[src/rtl/fetch_decode_queue.sv]
// Show-ahead instruction queue between the LC-3b fetch and decode stages.
// Holds {IR, PC+2} pairs; flush on redirect, sticky flag on a dropped push.
module fetch_decode_queue #(
    parameter int DEPTH = 4,
    parameter int PTR_W = 2
) (
    input  logic             clk,
    input  logic             reset,
    input  logic             push,
    input  logic             push_valid,
    input  logic [15:0]      push_ir,
    input  logic [15:0]      push_pc,
    input  logic             pop,
    input  logic             flush,
    output logic [15:0]      out_ir,
    output logic [15:0]      out_pc,
    output logic             out_valid,
    output logic             full,
    output logic             empty,
    output logic [PTR_W:0]   count,
    output logic             overflow_err
);

    localparam logic [PTR_W:0]   FULL_CNT = (PTR_W+1)'(DEPTH);
    localparam logic [PTR_W:0]   CNT_ONE  = (PTR_W+1)'(1);
    localparam logic [PTR_W-1:0] PTR_ONE  = PTR_W'(1);

    logic [15:0]      ir_q [DEPTH];
    logic [15:0]      pc_q [DEPTH];
    logic [PTR_W-1:0] rd_ptr_q, rd_ptr_d;
    logic [PTR_W-1:0] wr_ptr_q, wr_ptr_d;
    logic [PTR_W:0]   count_q, count_d;
    logic             ovf_q, ovf_d;

    logic pop_eff;
    logic push_eff;
    logic drop;

    assign empty    = (count_q == '0);
    assign full     = (count_q == FULL_CNT);
    assign pop_eff  = pop & ~empty;
    assign push_eff = push & push_valid & (~full | pop_eff);
    assign drop     = push & push_valid & full & ~pop_eff & ~flush;

    always_comb begin
        rd_ptr_d = rd_ptr_q;
        wr_ptr_d = wr_ptr_q;
        count_d  = count_q;
        ovf_d    = ovf_q | drop;
        if (flush) begin
            rd_ptr_d = '0;
            wr_ptr_d = '0;
            count_d  = '0;
        end else begin
            if (push_eff) wr_ptr_d = wr_ptr_q + PTR_ONE;
            if (pop_eff)  rd_ptr_d = rd_ptr_q + PTR_ONE;
            unique case ({push_eff, pop_eff})
                2'b10:   count_d = count_q + CNT_ONE;
                2'b01:   count_d = count_q - CNT_ONE;
                default: count_d = count_q;
            endcase
        end
    end

    always_ff @(posedge clk or posedge reset) begin
        if (reset) begin
            rd_ptr_q <= '0;
            wr_ptr_q <= '0;
            count_q  <= '0;
            ovf_q    <= 1'b0;
        end else begin
            rd_ptr_q <= rd_ptr_d;
            wr_ptr_q <= wr_ptr_d;
            count_q  <= count_d;
            ovf_q    <= ovf_d;
        end
    end

    // Storage is deliberately left unreset; occupancy alone defines validity.
    always_ff @(posedge clk) begin
        if (!flush && push_eff) begin
            ir_q[wr_ptr_q] <= push_ir;
            pc_q[wr_ptr_q] <= push_pc;
        end
    end

    assign out_valid    = ~empty;
    assign out_ir       = empty ? 16'h0000 : ir_q[rd_ptr_q];
    assign out_pc       = empty ? 16'h0000 : pc_q[rd_ptr_q];
    assign count        = count_q;
    assign overflow_err = ovf_q;

endmodule
[config.mk]
export PLATFORM = sky130hd
export DESIGN_NAME = fetch_decode_queue
export DESIGN_NICKNAME = d
export VERILOG_FILES = /design/src/rtl/fetch_decode_queue.sv
export SDC_FILE = /design/constraint.sdc
export NUM_CORES = 1
export LEC_CHECK = 0
export ABC_CLOCK_PERIOD_IN_PS = 2430
export CAP_MARGIN = 40
export CORE_MARGIN = 4
export CORE_UTILIZATION = 54
export DETAILED_ROUTE_END_ITERATION = 10
export PLACE_DENSITY = 0.79
export SLEW_MARGIN = 10
export SYNTH_ARGS = -nofsm -noshare
export SYNTH_HDL_FRONTEND = slang
export SYNTH_SLANG_ARGS = --single-unit
[constraint.sdc]
create_clock -name clk -period 2.43 [get_ports clk]
set_input_delay 0.486 -clock clk [delete_from_list [all_inputs] [get_ports clk]]
set_output_delay 0.486 -clock clk [all_outputs]
set_load 0.005 [all_outputs]
==> impl_metrics.csv, run 1 <==
group,metric,value,unit
critical_path,arrival,2040,ps
sta,rsz0062_at_grt,"true",
critical_path,worstSetupEndpointType,"output pin",
logic_synthesis,syn_avg_cell_area,20.5,sq um
critical_path,reg2reg_depth,9,
floorplan,die_x,108,um
logic_synthesis,synth_fp_nets,309,
power,cellLeakagePower,2.64,nW
finish,fillers,544,
critical_path,start_kind,"flip-flop",
clock_tree,cts_root_buffer,"clkbuf_8",
finish,antenna_cells,0,
run,maxCapViolations,0,
clock_tree,htree_num_levels,4,
critical_path,cpMostUsedCell,"buf_6",
floorplan,dieArea,11700,sq um
finish,area_growth,37.4,%
placed_design,port_buffers,76,
drt,drt_pass1_iterations,4,
placed_design,place_congestion,0.820,
power,p_sw,1.63,mW
logic_synthesis,syn_area,5440,sq um
floorplan,ioPinCount,77,
power,p_int,5.13,mW
drt,antenna_left,0,
floorplan,rows,36,
clock_tree,insertion_delay,510,ps
finish,multi_input_area,1340,sq um
power,p_per_area,904,nW/um^2
sta,period_share,104,%
clock_tree,clk_pin_slew,60,ps
power,peakVddDrop,0.000597,V
critical_path,worst-path-max-fanout,5,
drt,vias_per_cell,5.44,
placed_design,dp_cells,487,
floorplan,coreArea,9770,sq um
finish,fin_nets,436,
floorplan,die_h,108,um
placed_design,pre_cts_ws,145,ps
clock_tree,numCtsBuffers,17,
run_status,status,"finished with violations",
grt,grt_max_degree,21,
clock_tree,clockBufferDepth,2,
sta,clock.fmax,0.396,GHz
critical_path,cpPeakStageDelay,490,ps
grt,grt_use_total,20.8,%
sta,drv_slew,0,
critical_path,path_class,"flip-flop to output pin",
power,switching_share,24.1,%
critical_path,worst_path_max_delay_cell,"mux4_2",
critical_path,required,1940,ps
drt,drt_iter0_markers,165,
logic_synthesis,seq_area_frac_synth,74.3,%
finish,layout-drive-gt1-share,44.1,%
sta,hold_viol,0,
grt,grt_pass1_vias,3214,
sta,tightestPinTransition,335,ps
drt,wl,11100,um
logic_synthesis,syn_inst,266,
critical_path,critPathBufInv,4,
finish,seq_area,4050,sq um
critical_path,cp_top_family,"buffers and inverters",
sta,period_needed,2520,ps
power,clkPwrFrac,34.1,%
sta,setup_ws,-94.1,ps
sta,slew_headroom,77.6,%
placed_design,place_area,6540,sq um
placed_design,place_hpwl,6640,um
critical_path,path_depth,6,
floorplan,start_util,55.7,%
run_status,violations,"setup timing",
clock_tree,clock_sinks,136,
finish,final_area,7480,sq um
finish,layout.cells.non_filler,539,
drt,drc,0,
power,pwr-share-seq,39.2,%
drt,num_vias,2931,
worst_hold_path,min_path_type,"primary input to asynchronous set/reset pin",
grt,grt_pass1_wl,17500,um
drt,wl_per_cell,20.6,um
grt,antenna_found_initial,0,
power,power.share.combinational,26.6,%
sta,skew,7.10,ps
logic_synthesis,synth_cell_type_count,32,
power,p_total,6.76,mW
finish,final_core_util,76.5,%
grt,grt_overflow_total,0,
logic_synthesis,ys_seq_elements,136,
clock_tree,cts_tree,"done",
logic_synthesis,ys_warn_count,0,
sta,finalSetupViolations,23,
critical_path,path_cells,"buf_6, buf_8, buf_16, mux4_2, and2_4, buf_6",
## kinds of logic (layout without fill, tap and decap cells)
| logic type | after synthesis | count (layout) | synth area share, % |
|---|---|---|---|
| muxes | 35 | 35 | 14.1 |
| adders and majority gates | 5 | 5 | 1.29 |
| and+or+nand+nor | 58 | 58 | 6.07 |
| AOI/OAI and AO/OA | 9 | 9 | 1.10 |
| buffers and inverters | 19 | 159 | 2.48 |
| DFF | 136 | 136 | 74.3 |
| xor gates and xnor gates | 4 | 4 | 0.644 |
## final timing paths
kind	from	endpoint	slack [ps]
worst max-delay path	rd_ptr_q[0]	out_pc[0]	-90
worst min-delay path	reset	overflow_err	230
worst max register to register	count[1]	count[2]	180
worst min register to register	overflow_err	overflow_err	480
max in group asynchronous	reset	rd_ptr_q[0]	1930
min in group clk	overflow_err	overflow_err	480
## area by class of cell
class                      instances  area share, %
tap                              133           2.23
inverter                           5          0.251
clock buffer                      18           5.59
sequential                       136           54.1
multi-input combinational        111           17.9
clock inverter                    14           1.67
timing repair buffer             122           18.3
## routing by layer
layer / global-route usage [%] / vias to the layer above / wire length, um
li1: - / 1310 / -
met1: 26.2 / 1487 / 4290
met2: 35.3 / 126 / 5950
met3: 6.09 / 8 / 780
met4: 6.31 / 0 / 86
met5: 0 / - / 0
## cells in the final DEF, fill, tap and decap left out, types with 6 or more instances in the layout
cell type	netlist	final
mux4_2	28	32
buf_6	1	40
clkbuf_16	0	16
clkdlybuf4s50_1	0	43
edfxtp_1	128	128
buf_4	0	19
and2_4	0	29
dfrtp_1	8	6
buf_12	3	10
nor2_1	8	7
## state kept, by name, indices dropped and copies added (netlist names)
signal        count
ir_q             64
pc_q             64
count             3
rd_ptr_q          2
wr_ptr_q          2
overflow_err      1
## power by group through the flow
stage               Sequential, mW  Combinational [mW]  Clock [mW]
floorplan                     2.70               0.663           0
global placement              2.69                1.27           0
detailed placement            2.70                1.28           0
CTS                           2.65                1.71        2.34
global route                  2.65                1.93        2.47
finish                        2.65                1.80        2.31
## what timing repair did
item,in CTS,in global routing
gates cloned,3,0
setup buffers,16,1
gates resized for setup,195,19
hold buffers,0,0
endpoints found under the setup margin,35,33
pin swaps,22,0
## cell usage after synthesis
| cell | n | area, sq um |
|---|---|---|
| a21oi_1 | 1 | 5.00 |
| a22oi_1 | 1 | 7.51 |
| a31o_2 | 1 | 8.76 |
| a31oi_1 | 2 | 12.5 |
| and2_1 | 38 | 238 |
| and2b_1 | 1 | 7.51 |
| buf_12 | 3 | 60.1 |
| buf_2 | 5 | 25.0 |
| buf_6 | 1 | 11.3 |
| clkbuf_1 | 4 | 15.0 |
| clkbuf_2 | 1 | 5.00 |
| dfrtp_1 | 8 | 200 |
| edfxtp_1 | 128 | 3840 |
| fa_1 | 1 | 20.0 |
| ha_1 | 4 | 50.1 |
| inv_1 | 5 | 18.8 |
| mux2_2 | 1 | 11.3 |
| mux2i_1 | 2 | 20.0 |
| mux4_1 | 4 | 105 |
| mux4_2 | 28 | 631 |
| nand2_1 | 4 | 15.0 |
| nand2b_1 | 2 | 12.5 |
| nand3_1 | 2 | 10.0 |
| nor2_1 | 8 | 30.0 |
| nor2b_1 | 1 | 6.26 |
| nor3_1 | 1 | 5.00 |
| o2111ai_1 | 1 | 8.76 |
| o211ai_1 | 1 | 7.51 |
| o21ai_0 | 2 | 10.0 |
| or3_1 | 1 | 6.26 |
| xnor2_1 | 1 | 8.76 |
| xor2_1 | 3 | 26.3 |
## metrics by stage
step                TNS, ps  hold slack, ps
finish                -1180             226
global route          -2860             235
CTS                   -1800             215
detailed placement        0             473
global placement          0             456
floorplan                 0             302
(Power assumes the default switching activity.)
==> run 2, diff against run 1 <==
CELL_PAD_IN_SITES_DETAIL_PLACEMENT = 0   (was default)
CELL_PAD_IN_SITES_GLOBAL_PLACEMENT = 2   (was default)
CORE_UTILIZATION = 43   (was 54)
CTS_BUF_LIST = sky130_fd_sc_hd__clkbuf_4 sky130_fd_sc_hd__clkbuf_8   (was default)
PLACE_DENSITY = default   (was 0.79)
PLACE_DENSITY_LB_ADDON = 0.1   (was default)
==> impl_metrics.csv, run 2 (synthesized netlist as in run 1, its figures left out) <==
group,metric,value,unit
critical_path,arrival,1940,ps
grt,grt_max_degree,34,
power,power.share.combinational,26.7,%
power,pwr-share-seq,45.6,%
floorplan,rows,40,
clock_tree,clock_sinks,136,
critical_path,path_cells,"buf_12, buf_12, buf_8, mux4_2, and2_4, buf_6",
power,cellLeakagePower,2.49,nW
sta,slew_headroom,76.5,%
power,switching_share,24.3,%
clock_tree,insertion_delay,420,ps
drt,drc,0,
floorplan,die_x,120,um
floorplan,ioPinCount,77,
critical_path,cpPeakStageDelay,500,ps
floorplan,coreArea,12200,sq um
finish,final_common_cell,"edfxtp_1",
floorplan,start_util,44.6,%
finish,fin_nets,431,
run,maxCapViolations,0,
critical_path,worst-path-max-fanout,6,
power,p_per_area,814,nW/um^2
power,clkPwrFrac,27.6,%
finish,antenna_cells,0,
clock_tree,ctsHoldBuffers,0,
floorplan,die_h,120,um
placed_design,place_congestion,0.796,
run_status,status,"finished, final reports clean",
sta,hold_slack,326,ps
grt,grt_pass1_wl,16300,um
power,p_int,4.38,mW
critical_path,worstSetupEndpointType,"output pin",
finish,layout.cells.non_filler,569,
critical_path,crit_path_start,"rd_ptr_q[0]",
placed_design,port_buffers,76,
sta,skew,10.4,ps
critical_path,required,1940,ps
sta,setup_ws,3.65,ps
drt,wl,10300,um
drt,drt_pass1_iterations,4,
clock_tree,numCtsBuffers,17,
critical_path,path_class,"flip-flop to output pin",
critical_path,regToRegStartpoint,"count[1]",
finish,final_cell_mix,"edfxtp_1, clkdlybuf4s50_1, mux4_2",
placed_design,place_hpwl,6430,um
placed_design,dp_cells,522,
grt,grt_overflow_total,0,
sta,rsz0062_at_grt,"true",
finish,fillers,976,
clock_tree,cts_tree,"done",
worst_hold_path,min_path_type,"primary input to asynchronous set/reset pin",
power,p_sw,1.41,mW
clock_tree,cts_root_buffer,"clkbuf_8",
grt,grt_pass1_vias,2960,
sta,tightestPinTransition,352,ps
grt,grt_use_total,15.3,%
sta,drv_slew,0,
clock_tree,clk_pin_slew,80,ps
drt,wl_per_cell,18.0,um
placed_design,pre_cts_ws,122,ps
drt,num_vias,2819,
drt,drt_iter0_markers,194,
clock_tree,htree_num_levels,4,
clock_tree,clockBufferDepth,2,
critical_path,worst_path_max_delay_cell,"mux4_2",
drt,vias_per_cell,4.95,
grt,antenna_found_initial,0,
sta,period_needed,2430,ps
finish,layout-drive-gt1-share,39.7,%
floorplan,dieArea,14500,sq um
drt,antenna_left,0,
power,peakVddDrop,0.000363,V
critical_path,cpMostUsedCell,"buf_12",
sta,period_share,99.8,%
sta,clock.fmax,0.412,GHz
sta,finalSetupViolations,0,
critical_path,start_kind,"flip-flop",
finish,area_growth,30.8,%
sta,hold_viol,0,
==> run 2: changes by cell type in the layout (fill, tap and decap cells not counted), sizes merged <==
cell | before | now
dlygate4sd2 | 1 | 5
inv | 7 | 6
clkinv | 6 | 7
buf | 77 | 66
clkbuf | 19 | 21
==> run 2: layout make-up <==
cell class	instances	area, sq um	share of cell area [%]
flip-flops and latches	136	4050	56.9
multi-input cells	111	1310	18.3
repair buffers	117	1190	16.7
clock buffers	18	241	3.39
well taps	168	210	2.95
clock inverters	14	109	1.53
inverters	5	18.8	0.264
==> run 2: path summary, 6_finish.rpt <==
kind                       slack, ps           end  cells past startpoint
setup / recovery                   4     out_pc[3]                      6
hold / removal                   330  overflow_err                      2
setup reg to reg                 470      count[2]                      7
hold reg to reg                  480  overflow_err                      1
max in group asynchronous       1820   rd_ptr_q[0]                      2
min in group clk                 480  overflow_err                      1
==> run 2: power groups by stage <==
stage	clock network [mW]	registers (mW)	logic, mW
after floorplan	0	2.70	0.663
after global placement	0	2.69	1.33
after detailed placement	0	2.70	1.33
after CTS	1.66	2.64	1.60
after global routing	1.78	2.65	1.68
final	1.60	2.64	1.55
==> run 2: timing repair <==
| item | in CTS | in global routing |
|---|---|---|
| cloned | 3 | 0 |
| hold endpoints to repair | 0 | 0 |
| pin swaps | 27 | 1 |
| endpoints found under the setup margin | 34 | 31 |
| setup buffers | 12 | 3 |
| resized for setup | 148 | 18 |
==> run 2: metal layers <==
layer / GRT usage (%) / share of wire (%) / up-vias
met2: 24.7 / 51 / 77
li1: - / - / 1286
met5: 0 / 0 / -
met3: 4.91 / 5.6 / 7
met1: 19.4 / 42 / 1449
met4: 5.74 / 0.90 / 0
==> run 2: per-stage QoR <==
stage | utilization [%] | instance area, sq um | setup TNS (ps) | power, mW
after floorplan | - | 5440 | 0 | 3.36
after global placement | 54.0 | 6600 | 0 | 4.03
after detailed placement | 54.0 | 6600 | 0 | 4.03
after CTS | 58.5 | 7140 | -1250 | 5.91
after global routing | 58.3 | 7120 | -1160 | 6.10
final | 58.3 | 7120 | 0 | 5.79
==> run 2: critical path, delay by kind of cell, from the launching register on <==
kind	cells	cell delay, ps
AND/OR/NAND/NOR	1	160
flip-flops	1	400
multiplexers	1	500
buffers and inverters	4	480
==> RTL edit, RTL diff (settings of run 2) <==
Reset style: synchronous (`reset`), changed in one clocked block.
--- a/src/rtl/fetch_decode_queue.sv
+++ b/src/rtl/fetch_decode_queue.sv
@@ -64,3 +64,3 @@
 
-    always_ff @(posedge clk or posedge reset) begin
+    always_ff @(posedge clk) begin
         if (reset) begin
Check against the original RTL: differs if reset is asserted again (counterexample within 4 cycles, from zero or initial values and one cycle with reset high); with reset held inactive, the same outputs for 10 cycles.
==> RTL edit against run 2 <==
Setup slack better by 0.0028 ns. Area after synthesis about the same. Cell area increased by 1.4%. Sequential cell count grew 2. Via count rose by 0.32%. Die area hardly changed. Routed wire length shrank 0.73%.
Power is not compared: it rests on default switching activity, and its combinational part moved more than twofold at a synthesized area within 25%.
==> RTL edit: results (changes against run 2) <==
Status - completed (unchanged)
Synth top cells by count - 128 x edfxtp_1, 37 x and2_1, 30 x mux4_2 (was 128 x edfxtp_1, 38 x and2_1, 28 x mux4_2)
Number of fill cells - 963 (was 976)
R2r setup slk - 0.52 ns (was 0.47 ns)
Drt pass-1 iters - 4 (unchanged)
Placer Congestion - 0.721 (was 0.796)
Power Total - 4.79 mW
Ys flop type - edfxtp_1 (unchanged)
Clock buf/inv share - 0.0555 (was 0.0492)
Mux cell area share after synthesis - 0.136 (was 0.141)
Hold endpoint - overflow_err
Fin Clk Skew - 0.0136 ns (was 0.0104 ns)
Hold Path Class - reg -> reg (was in -> async)
Syn Nets - 314 (was 309)
Largest net degree at the start of global routing - 29 (was 34)
Register area share after synthesis - 0.743 (about the same)
Post-CTS setup buffer count - 22 (was 12)
Top cells by area, synth - edfxtp_1 71%, mux4_2 12%, and2_1 4.3%, dfxtp_1 3.7%, buf_12 1.1% (was edfxtp_1 71%, mux4_2 12%, and2_1 4.4%, dfrtp_1 3.7%, mux4_1 1.9%)
Ys async rst share - 0 (was 0.0588)
Clock latency on the worst-skew pair - 0.42 ns (about the same)
Number of signal-net buffers in the layout - 116 (was 117)
Worst r2r src - count[0] (was count[1])
Number of global-route vias before repair - 3031 (was 2960)
Share of post-route cells with drive strength above 1 - 0.399 (was 0.397)
Pre-CTS WS - 0.0256 ns (was 0.122 ns)
Synth Area in Compound Gates - 0.0133 (was 0.0110)
R2r worst-path depth - 7 (unchanged)
Via count - 2828 (was 2819)
Post-CTS Resized - 148 (unchanged)
CLK BUF - 19 (was 18)
Adder-Cell Fraction of Synth Area - 0.0129 (about the same)
First-pass GRT wire length - 16.4 mm (was 16.3 mm)
Peak supply drop - 0.437 mV
Signal buf overhead - 0.169 (was 0.167)
Initial antenna violation count - 1 (was 0)
Gr usage total - 0.152 (was 0.153)
Nets@finish - 436 (was 431)
Critical-path top delay cell - mux4_2 (unchanged)
FF+latch count - 138 (was 136)
CP Max Fanout - 5 (was 6)
Worst slew pin tran - 0.368 ns (was 0.352 ns)
Post-DP HPWL - 6.25 mm (was 6.43 mm)
XOR/XNOR Fraction of Synth Area - 0.00483 (was 0.00644)
First DRT Iteration DRCs - 121 (was 194)
#MultiIn Comb - 115 (was 111)
Reg2reg end - count[2] (unchanged)
Multi-input gate area - 1320 um^2 (was 1310 um^2)
Seq area share - 0.561 (was 0.569)
Drt wl/cell - 17.7 um (was 18.0 um)
## RTL edit: stage by stage
stage | instance area [um^2] | hold slack, ns | util | std cells
3_3_place_gp | 6610 | 0.483 | 0.541 | 523
5_1_grt | 7220 | 0.557 | 0.591 | 574
6_report | 7220 | 0.494 | 0.591 | 574
4_1_cts | 7310 | 0.509 | 0.598 | 579
3_5_place_dp | 6610 | 0.480 | 0.541 | 523
2_1_floorplan | 5440 | 0.460 | - | 271
## RTL edit: per-layer routing
layer	vias up	part of all wire	track usage
met3	8	0.044	0.0463
met1	1439	0.46	0.204
met5	-	0.0012	0
met2	67	0.49	0.238
li1	1312	-	-
met4	2	0.0097	0.0510
## RTL edit: worst max path at each step
stage,start,end,slack [ns],depth (start not counted)
after global routing,register,out_ir[1],-0.08,6
final,register,out_ir[1],0.006,6
after detailed placement,push,ir_q[1][3],0.03,6
after floorplan,count[0],count[2],0.20,8
after global placement,push,count[2],0.06,7
after CTS,register,out_ir[6],-0.10,7
